**src/rtl/block_mac_pkg.sv**
```systemverilog
// Shared types and constants for the 2x2 block multiply-accumulate.
// Holds the FSM state enum, operand width, step count, fixed latency and the
// per-step operand/target select tables used to sequence the shared multiplier.
// Optional feature macro: BLOCK_MAC_SAT_EN (saturating arithmetic + ovf flag).
package block_mac_pkg;

   localparam int unsigned DATA_W      = 32;
   localparam int unsigned PROD_W      = 2 * DATA_W;
   localparam int unsigned N_STEPS     = 8;
   localparam int unsigned STEP_W      = 3;
   localparam int unsigned MAC_LATENCY = 10;

   typedef enum logic [1:0] {
      S_IDLE  = 2'd0,
      S_MUL   = 2'd1,
      S_DRAIN = 2'd2,
      S_DONE  = 2'd3
   } state_t;

   // Saturation limits (only referenced when saturation is built in).
   localparam logic signed [DATA_W-1:0] S_MAX = {1'b0, {(DATA_W-1){1'b1}}};
   localparam logic signed [DATA_W-1:0] S_MIN = {1'b1, {(DATA_W-1){1'b0}}};

   // Per-step 2-bit selects packed step7..step0 (MSB..LSB).
   // Operand index: 0=x_11, 1=x_12, 2=x_21, 3=x_22. Target index: 0=c11..3=c22.
   localparam logic [15:0] A_SEL = {2'd3, 2'd2, 2'd3, 2'd2, 2'd1, 2'd0, 2'd1, 2'd0};
   localparam logic [15:0] B_SEL = {2'd3, 2'd1, 2'd2, 2'd0, 2'd3, 2'd1, 2'd2, 2'd0};
   localparam logic [15:0] T_SEL = {2'd3, 2'd3, 2'd2, 2'd2, 2'd1, 2'd1, 2'd0, 2'd0};

   // Extract the 2-bit select for a given step from a packed table.
   function automatic logic [1:0] step_sel(input logic [15:0] tbl,
                                           input logic [STEP_W-1:0] step);
      return tbl[{step, 1'b0} +: 2];
   endfunction

endpackage

```
**src/rtl/block_mac_2x2_if.sv**
```systemverilog
// Operand/result bundle between the matrix control unit (master) and the
// 2x2 block MAC (slave).
//   start          : operation request level, rising edge acted on
//   a_xx, b_xx     : A/B block operands, signed DATA_W
//   c_xx           : result block, signed DATA_W, held between completions
//   done           : one-cycle completion pulse (done_mac)
//   busy           : operation in progress
//   ovf            : saturation occurred in last operation (0 without BLOCK_MAC_SAT_EN)
interface block_mac_2x2_if;
   import block_mac_pkg::*;

   logic                     start;
   logic signed [DATA_W-1:0] a_11, a_12, a_21, a_22;
   logic signed [DATA_W-1:0] b_11, b_12, b_21, b_22;
   logic signed [DATA_W-1:0] c_11, c_12, c_21, c_22;
   logic                     done;
   logic                     busy;
   logic                     ovf;

   modport master (
      output start, a_11, a_12, a_21, a_22, b_11, b_12, b_21, b_22,
      input  c_11, c_12, c_21, c_22, done, busy, ovf
   );

   modport slave (
      input  start, a_11, a_12, a_21, a_22, b_11, b_12, b_21, b_22,
      output c_11, c_12, c_21, c_22, done, busy, ovf
   );

endinterface

```
**src/rtl/block_mac_2x2_mul_stage.sv**
```systemverilog
// mul_stage: registered signed DATA_W x DATA_W multiplier with a one-stage
// pipeline carrying the step's accumulate target and load/add flag.
// Macro BLOCK_MAC_SAT_EN: product saturates to DATA_W and o_sat flags it;
// otherwise the product is truncated to its low DATA_W bits and o_sat is 0.
//   clk, rst        : clock, synchronous active-low reset
//   i_vld/i_tgt/i_load, i_a/i_b : issued step and operands
//   o_vld/o_tgt/o_load, o_p     : registered product with its step tags
//   o_sat           : registered product-saturation flag
module mul_stage
   import block_mac_pkg::*;
(
   input  logic                     clk,
   input  logic                     rst,
   input  logic                     i_vld,
   input  logic [1:0]               i_tgt,
   input  logic                     i_load,
   input  logic signed [DATA_W-1:0] i_a,
   input  logic signed [DATA_W-1:0] i_b,
   output logic                     o_vld,
   output logic [1:0]               o_tgt,
   output logic                     o_load,
   output logic signed [DATA_W-1:0] o_p,
   output logic                     o_sat
);

   logic                     r_vld, r_load;
   logic [1:0]               r_tgt;
   logic signed [DATA_W-1:0] r_p;
   logic signed [DATA_W-1:0] w_p;

`ifdef BLOCK_MAC_SAT_EN
   logic signed [PROD_W-1:0] w_full;
   logic                     w_sat;
   logic                     r_sat;

   // Full-width signed product, clamped when it leaves the DATA_W range.
   assign w_full = PROD_W'(i_a) * PROD_W'(i_b);
   assign w_sat  = (w_full > PROD_W'(S_MAX)) || (w_full < PROD_W'(S_MIN));
   assign w_p    = w_sat ? (w_full[PROD_W-1] ? S_MIN : S_MAX) : w_full[DATA_W-1:0];

   always_ff @(posedge clk) begin
      if (!rst) r_sat <= 1'b0;
      else      r_sat <= i_vld & w_sat;
   end
   assign o_sat = r_sat;
`else
   // Low DATA_W bits of the signed product.
   assign w_p   = i_a * i_b;
   assign o_sat = 1'b0;
`endif

   always_ff @(posedge clk) begin
      if (!rst) begin
         r_vld  <= 1'b0;
         r_tgt  <= 2'd0;
         r_load <= 1'b0;
         r_p    <= '0;
      end else begin
         r_vld  <= i_vld;
         r_tgt  <= i_tgt;
         r_load <= i_load;
         r_p    <= w_p;
      end
   end

   assign o_vld  = r_vld;
   assign o_tgt  = r_tgt;
   assign o_load = r_load;
   assign o_p    = r_p;

endmodule

```
**src/rtl/block_mac_2x2.sv**
```systemverilog
// block_mac_2x2: computes C = A*B for 2x2 signed blocks with one shared,
// time-multiplexed multiplier. Fixed 10-cycle start-to-done latency.
//   clk    : rising-edge clock
//   rst    : synchronous active-low reset
//   io_mac : slave side of block_mac_2x2_if (start, a/b in; c, done, busy, ovf out)
// Macro BLOCK_MAC_SAT_EN: saturating products/sums and a sticky ovf flag.
module block_mac_2x2
   import block_mac_pkg::*;
(
   input  logic           clk,
   input  logic           rst,
   block_mac_2x2_if.slave io_mac
);

   state_t                   r_state, w_state_nxt;
   logic                     r_start_q;
   logic [STEP_W-1:0]        r_step;
   logic signed [DATA_W-1:0] r_op_a [4];
   logic signed [DATA_W-1:0] r_op_b [4];
   logic signed [DATA_W-1:0] r_acc  [4];
   logic signed [DATA_W-1:0] r_c    [4];
   logic                     r_done, r_busy, r_ovf;

   logic                     w_accept, w_issue;
   logic                     w_p_vld, w_p_load, w_p_sat;
   logic [1:0]               w_p_tgt;
   logic signed [DATA_W-1:0] w_p, w_acc_cur, w_sum;
   logic                     w_sum_sat;

   // State register.
   always_ff @(posedge clk) begin
      if (!rst) r_state <= S_IDLE;
      else      r_state <= w_state_nxt;
   end

   // Next state; accept only on a start rising edge seen while idle.
   always_comb begin
      w_state_nxt = r_state;
      w_accept    = 1'b0;
      w_issue     = 1'b0;
      case (r_state)
         S_IDLE: begin
            if (io_mac.start && !r_start_q) begin
               w_accept    = 1'b1;
               w_state_nxt = S_MUL;
            end
         end
         S_MUL: begin
            w_issue = 1'b1;
            if (r_step == STEP_W'(N_STEPS - 1)) w_state_nxt = S_DRAIN;
         end
         S_DRAIN: w_state_nxt = S_DONE;
         S_DONE:  w_state_nxt = S_IDLE;
         default: w_state_nxt = S_IDLE;
      endcase
   end

   mul_stage u_mul (
      .clk    (clk),
      .rst    (rst),
      .i_vld  (w_issue),
      .i_tgt  (step_sel(T_SEL, r_step)),
      .i_load (~r_step[0]),
      .i_a    (r_op_a[step_sel(A_SEL, r_step)]),
      .i_b    (r_op_b[step_sel(B_SEL, r_step)]),
      .o_vld  (w_p_vld),
      .o_tgt  (w_p_tgt),
      .o_load (w_p_load),
      .o_p    (w_p),
      .o_sat  (w_p_sat)
   );

   // Pair sum for odd steps: wraps, or clamps on signed overflow.
   assign w_acc_cur = r_acc[w_p_tgt];
`ifdef BLOCK_MAC_SAT_EN
   logic signed [DATA_W-1:0] w_raw;
   assign w_raw     = w_acc_cur + w_p;
   assign w_sum_sat = (w_acc_cur[DATA_W-1] == w_p[DATA_W-1]) &&
                      (w_raw[DATA_W-1] != w_p[DATA_W-1]);
   assign w_sum     = w_sum_sat ? (w_p[DATA_W-1] ? S_MIN : S_MAX) : w_raw;
`else
   assign w_sum     = w_acc_cur + w_p;
   assign w_sum_sat = 1'b0;
`endif

   // Edge detect, operand capture, step counter, accumulators and outputs.
   always_ff @(posedge clk) begin
      if (!rst) begin
         r_start_q <= 1'b0;
         r_step    <= '0;
         r_done    <= 1'b0;
         r_busy    <= 1'b0;
         r_ovf     <= 1'b0;
         for (int i = 0; i < 4; i++) begin
            r_op_a[i] <= '0;
            r_op_b[i] <= '0;
            r_acc[i]  <= '0;
            r_c[i]    <= '0;
         end
      end else begin
         r_start_q <= io_mac.start;
         r_done    <= (r_state == S_DONE);

         if (w_accept) begin
            r_op_a[0] <= io_mac.a_11;
            r_op_a[1] <= io_mac.a_12;
            r_op_a[2] <= io_mac.a_21;
            r_op_a[3] <= io_mac.a_22;
            r_op_b[0] <= io_mac.b_11;
            r_op_b[1] <= io_mac.b_12;
            r_op_b[2] <= io_mac.b_21;
            r_op_b[3] <= io_mac.b_22;
            r_step    <= '0;
            r_ovf     <= 1'b0;
         end else if (w_issue) begin
            r_step <= r_step + STEP_W'(1);
         end

         // Even steps load the target, odd steps add into it.
         if (w_p_vld) begin
            r_acc[w_p_tgt] <= w_p_load ? w_p : w_sum;
            if (w_p_sat || (!w_p_load && w_sum_sat)) r_ovf <= 1'b1;
         end

         if (r_state == S_DONE) r_c <= r_acc;

         // busy spans acceptance through the done-pulse cycle.
         if (w_accept)    r_busy <= 1'b1;
         else if (r_done) r_busy <= 1'b0;
      end
   end

   assign io_mac.c_11 = r_c[0];
   assign io_mac.c_12 = r_c[1];
   assign io_mac.c_21 = r_c[2];
   assign io_mac.c_22 = r_c[3];
   assign io_mac.done = r_done;
   assign io_mac.busy = r_busy;
   assign io_mac.ovf  = r_ovf;

endmodule

```
**src/flat_wrapper.sv**
```systemverilog
// flat-port wrapper written by rule: the top's interface ports become plain ports
module block_mac_2x2_flat import block_mac_pkg::*;
  (clk, rst, io_mac_start, io_mac_a_11, io_mac_a_12, io_mac_a_21, io_mac_a_22, io_mac_b_11, io_mac_b_12, io_mac_b_21, io_mac_b_22, io_mac_c_11, io_mac_c_12, io_mac_c_21, io_mac_c_22, io_mac_done, io_mac_busy, io_mac_ovf);
  block_mac_2x2_if io_mac_i ();
  input  logic clk;
  input  logic rst;
  input wire logic [$bits(io_mac_i.start)-1:0] io_mac_start;
  input wire logic [$bits(io_mac_i.a_11)-1:0] io_mac_a_11;
  input wire logic [$bits(io_mac_i.a_12)-1:0] io_mac_a_12;
  input wire logic [$bits(io_mac_i.a_21)-1:0] io_mac_a_21;
  input wire logic [$bits(io_mac_i.a_22)-1:0] io_mac_a_22;
  input wire logic [$bits(io_mac_i.b_11)-1:0] io_mac_b_11;
  input wire logic [$bits(io_mac_i.b_12)-1:0] io_mac_b_12;
  input wire logic [$bits(io_mac_i.b_21)-1:0] io_mac_b_21;
  input wire logic [$bits(io_mac_i.b_22)-1:0] io_mac_b_22;
  output wire logic [$bits(io_mac_i.c_11)-1:0] io_mac_c_11;
  output wire logic [$bits(io_mac_i.c_12)-1:0] io_mac_c_12;
  output wire logic [$bits(io_mac_i.c_21)-1:0] io_mac_c_21;
  output wire logic [$bits(io_mac_i.c_22)-1:0] io_mac_c_22;
  output wire logic [$bits(io_mac_i.done)-1:0] io_mac_done;
  output wire logic [$bits(io_mac_i.busy)-1:0] io_mac_busy;
  output wire logic [$bits(io_mac_i.ovf)-1:0] io_mac_ovf;
  assign io_mac_i.start = io_mac_start;
  assign io_mac_i.a_11 = io_mac_a_11;
  assign io_mac_i.a_12 = io_mac_a_12;
  assign io_mac_i.a_21 = io_mac_a_21;
  assign io_mac_i.a_22 = io_mac_a_22;
  assign io_mac_i.b_11 = io_mac_b_11;
  assign io_mac_i.b_12 = io_mac_b_12;
  assign io_mac_i.b_21 = io_mac_b_21;
  assign io_mac_i.b_22 = io_mac_b_22;
  assign io_mac_c_11 = io_mac_i.c_11;
  assign io_mac_c_12 = io_mac_i.c_12;
  assign io_mac_c_21 = io_mac_i.c_21;
  assign io_mac_c_22 = io_mac_i.c_22;
  assign io_mac_done = io_mac_i.done;
  assign io_mac_busy = io_mac_i.busy;
  assign io_mac_ovf = io_mac_i.ovf;
  block_mac_2x2 u_core (.clk(clk), .rst(rst), .io_mac(io_mac_i));
endmodule
```
**config.mk**
```make
export PLATFORM = sky130hd
export DESIGN_NAME = block_mac_2x2_flat
export DESIGN_NICKNAME = d
export VERILOG_FILES = /design/src/rtl/block_mac_pkg.sv /design/src/rtl/block_mac_2x2_if.sv /design/src/rtl/block_mac_2x2_mul_stage.sv /design/src/rtl/block_mac_2x2.sv /design/src/flat_wrapper.sv
export SDC_FILE = /design/constraint.sdc
export NUM_CORES = 2
export LEC_CHECK = 0
export BUFFER_PORTS_ARGS = -buffer_cell sky130_fd_sc_hd__buf_2
export CAP_MARGIN = 5
export CORE_MARGIN = 2
export CORE_UTILIZATION = 61
export DETAILED_ROUTE_END_ITERATION = 12
export GPL_TIMING_DRIVEN = 0
export MAX_ROUTING_LAYER = met4
export PLACE_DENSITY = 0.86
export SLEW_MARGIN = 0
export SYNTH_ARGS = -nofsm -noshare
export SYNTH_HDL_FRONTEND = slang
export SYNTH_HIERARCHICAL = 1
export SYNTH_SLANG_ARGS = --single-unit
export TNS_END_PERCENT = 10
```
**constraint.sdc**
```tcl
create_clock -name clk -period 23.8 [get_ports clk]
set_input_delay 3.57 -clock clk [delete_from_list [all_inputs] [get_ports clk]]
set_output_delay 3.57 -clock clk [all_outputs]
set_load 0.01 [all_outputs]
```
==> results.tsv <==
stage	metric	value	unit
synthesis	synthCells	3814	
route	drtAntennaViolNets	0	
route	route.detailed.drc	0	
worst_hold_path	whs_endpoint	u_core/io_mac.ovf	
setup_path	r2r_slack	13.19	ns
setup_path	r2r-end	u_core/u_mul/o_p[31]	
clock_network	max-clock-path-buffers	3	
final_layout	design_area	45400	µm²
timing	setup-violations-final	0	
synthesis	yosysSeqAreaShare	33.9	%
setup_path	critPathMaxFanout	10	
setup_path	critPathArrivalTime	11.11	ns
setup_path	cpMostUsedCell	fa_1	
setup_path	slowest_stage	clkbuf_1	
run	cap_violations	0	
setup_path	path_class	flip-flop to flip-flop	
clock_network	clock_sinks	557	
timing	finalHoldViolations	0	
floorplan	die_y	261	µm
timing	finalClockSkew	0.0350	ns
clock_network	cts_made_buffers	56	
route	firstDrtPassIters	6	
clock_network	cts-root-buf	clkbuf_16	
setup_path	r2r-start	u_core/r_step[0]	
setup_path	startpoint_type	flip-flop	
timing	period_needed	10.61	ns
setup_path	critPathMaxStageDelay	0.90	ns
global_route	grt_max_degree	77	
timing	setup_tns	0	ns
clock_network	hold_buffers	0	
timing	slew-limit-headroom	18.1	%
setup_path	cp_top_family	adder cells	
worst_hold_path	worst_hold_path_type	flip-flop to flip-flop	
timing	fin_ws	13.19	ns
floorplan	dieArea	68300	µm²
synthesis	synth.avg_cell_area	10.6	µm²
clock_network	clk_pin_slew	0.06	ns
placed_design	portBuffers	388	
route	drt_iter0_drc	3583	
global_route	grt_antenna_before_repair	3	
floorplan	coreArea	65600	µm²
route	num_vias	31200	
synthesis	synth_area	40400	µm²
timing	max_freq	94.2	MHz
synthesis	synth-edff-count	256	
worst_hold_path	whs_path_depth	2	
placed_design	dp_hpwl	100000	µm
synthesis	synth_seq_cells	557	
setup_path	critPathCaptureType	flip-flop	
clock_network	cts_setup_buffers	0	
placed_design	dp_worst_setup_slack	13.50	ns
global_route	grt_overflow	0	
setup_path	crit_buf_inv	10	
placed_design	gp_congestion	1.01	
synthesis	yosysWarnings	6	
global_route	grt_use_total	38.5	%
floorplan	io_pins	390	
final_layout	layout.cells.non_filler	5181	
worst_hold_path	worstHoldStart	u_core/io_mac.ovf	
setup_path	cp.required	24.30	ns
final_layout	final_nets	5119	
synthesis	synth_ff_type	dfxtp_1	
setup_path	r2r_cells	28	
synthesis	async_reset_ff_share	0	%
timing	rsz0062_at_grt	false	
final_layout	synthToLayoutAreaGrowth	12.3	%
run_status	status	completed	
global_route	grt_first_pass_wirelength	188000	µm
synthesis	synth_cell_types	78	
timing	slew_violations	0	
placed_design	dp_cells	5070	
floorplan	initial_core_util	61.6	%
floorplan	die_w	261	µm
timing	fin_crit_sh	44.6	%
route	wirelength	128000	µm
synthesis	syn_nets	4669	
floorplan	rows	94	
final_layout	final_layout_size_suffix_gt1_share	14.3	%
clock_network	cts_resized	0	
clock_network	insertion_delay	0.63	ns
global_route	grt_pass1_vias	31900	
route	routed_via_density	6.02	
timing	worst_pin_slew	1.23	ns
clock_network	cts_max_level	2	
clock_network	cts_tree	yes	
placed_design	place_area	43500	µm²
route	routedWlPerCell	24.7	µm
[final cells by class]
type                    count  area [µm²]
multi-input cells        2565       24100
fillers                  4693       20200
flip-flops and latches    557       13700
repair buffers            392        2030
inverters                 456        1710
clock buffers              80        1600
well taps                 864        1080
plain buffers             236         905
clock inverters            25         256
diodes                      6        15.0
[metrics by stage]
| step | utilization [%] | hold slack [ns] |
|---|---|---|
| 3_3_place_gp | 66.2 | 0.450 |
| 5_1_grt | 69.1 | 0.507 |
| 2_1_floorplan | - | 0.446 |
| 6_report | 69.2 | 0.479 |
| 3_5_place_dp | 66.3 | 0.464 |
| 4_1_cts | 69.1 | 0.479 |
[state kept, by name (all words and copies together) (netlist names), 3 cells and up]
register,flops
u_core/io_mac.c_22,32
u_core/r_acc,128
u_core/u_mul/o_p,32
u_core/r_step,3
u_core/r_op_a,128
u_core/r_op_b,128
u_core/io_mac.c_21,32
u_core/io_mac.c_11,32
u_core/io_mac.c_12,32
[cells in the mapped netlist (all sizes together) (4+ instances only)]
master | count | area share (%)
fa | 409 | 20
xor2 | 21 | 0.46
a2111oi | 4 | 0.18
dfxtp | 301 | 15
clkbuf | 198 | 1.8
o21a | 9 | 0.19
o21bai | 10 | 0.19
buf | 38 | 0.40
o311a | 9 | 0.22
xnor2 | 82 | 1.8
nor3 | 22 | 0.27
nor2 | 262 | 2.4
nand3b | 4 | 0.074
and3b | 4 | 0.087
ha | 187 | 5.8
nor3b | 7 | 0.13
mux2i | 147 | 3.6
nor2b | 10 | 0.15
a21oi | 91 | 1.2
mux4 | 96 | 5.4
and3 | 8 | 0.12
nand4 | 11 | 0.19
nand2b | 6 | 0.093
inv | 456 | 4.2
a32o | 4 | 0.099
nand3 | 18 | 0.22
and2 | 623 | 9.6
o21ai | 100 | 1.3
a211oi | 54 | 1.0
nand2 | 272 | 2.5
o211ai | 8 | 0.16
edfxtp | 256 | 19
a21o | 25 | 0.46
a31oi | 21 | 0.34
[metal layers]
metal	wire length, µm	GRT usage (%)	part of all wire, %	up-vias
li1	-	-	-	13300
met1	44400	44.6	35	15300
met2	61600	62.3	48	2044
met3	12400	6.84	9.7	535
met4	9670	24.5	7.6	0
met5	0	-	0	-
[worst max path at each step]
| stage | startpoint | endpoint | slack [ns] | cells past startpoint |
|---|---|---|---|---|
| after floorplan | rst | u_core/r_op_a[0][0] | 13.55 | 3 |
| after global placement | rst | u_core/r_op_a[2][13] | 10.92 | 3 |
| after detailed placement | u_core/r_step[0] | u_core/u_mul/o_p[30] | 13.50 | 28 |
| after CTS | u_core/r_step[0] | u_core/u_mul/o_p[30] | 13.46 | 28 |
| after global routing | u_core/r_step[0] | u_core/u_mul/o_p[31] | 12.93 | 28 |
| final | u_core/r_step[0] | u_core/u_mul/o_p[31] | 13.19 | 28 |
[cells in the final DEF, fill, tap and decap left out, types with 89 or more instances in the layout]
| cell | synthesis | final |
|---|---|---|
| and2_1 | 623 | 623 |
| inv_1 | 455 | 455 |
| ha_1 | 187 | 187 |
| dfxtp_1 | 301 | 301 |
| mux4_2 | 96 | 96 |
| mux2i_1 | 147 | 147 |
| o21ai_0 | 89 | 89 |
| clkbuf_1 | 197 | 207 |
| fa_1 | 409 | 409 |
| buf_2 | 8 | 396 |
| nand2_1 | 271 | 270 |
| nor2_1 | 262 | 262 |
| edfxtp_1 | 256 | 256 |
[logic make-up after synthesis]
group	after synthesis	share of synthesized area, %
mux	244	9.02
compound gates	359	5.96
flops	557	33.9
xor+xnor	104	2.31
buf+inv	692	6.48
other cells	1	0.00928
fa+ha+maj	596	26.1
simple gates	1261	16.2
[worst register-to-register path, delay by kind of cell, from the launching register on]
family | cells | cell delay, ns
adders and majority gates | 8 | 3.89
xor gates and xnor gates | 7 | 1.65
DFF | 1 | 0.62
and+or+nand+nor | 2 | 0.33
buffers and inverters | 10 | 3.69
muxes | 1 | 0.32
Power is left out: the tool's default activity adds up to more than one toggle a clock period on the data nets, which glitch-free logic cannot reach.
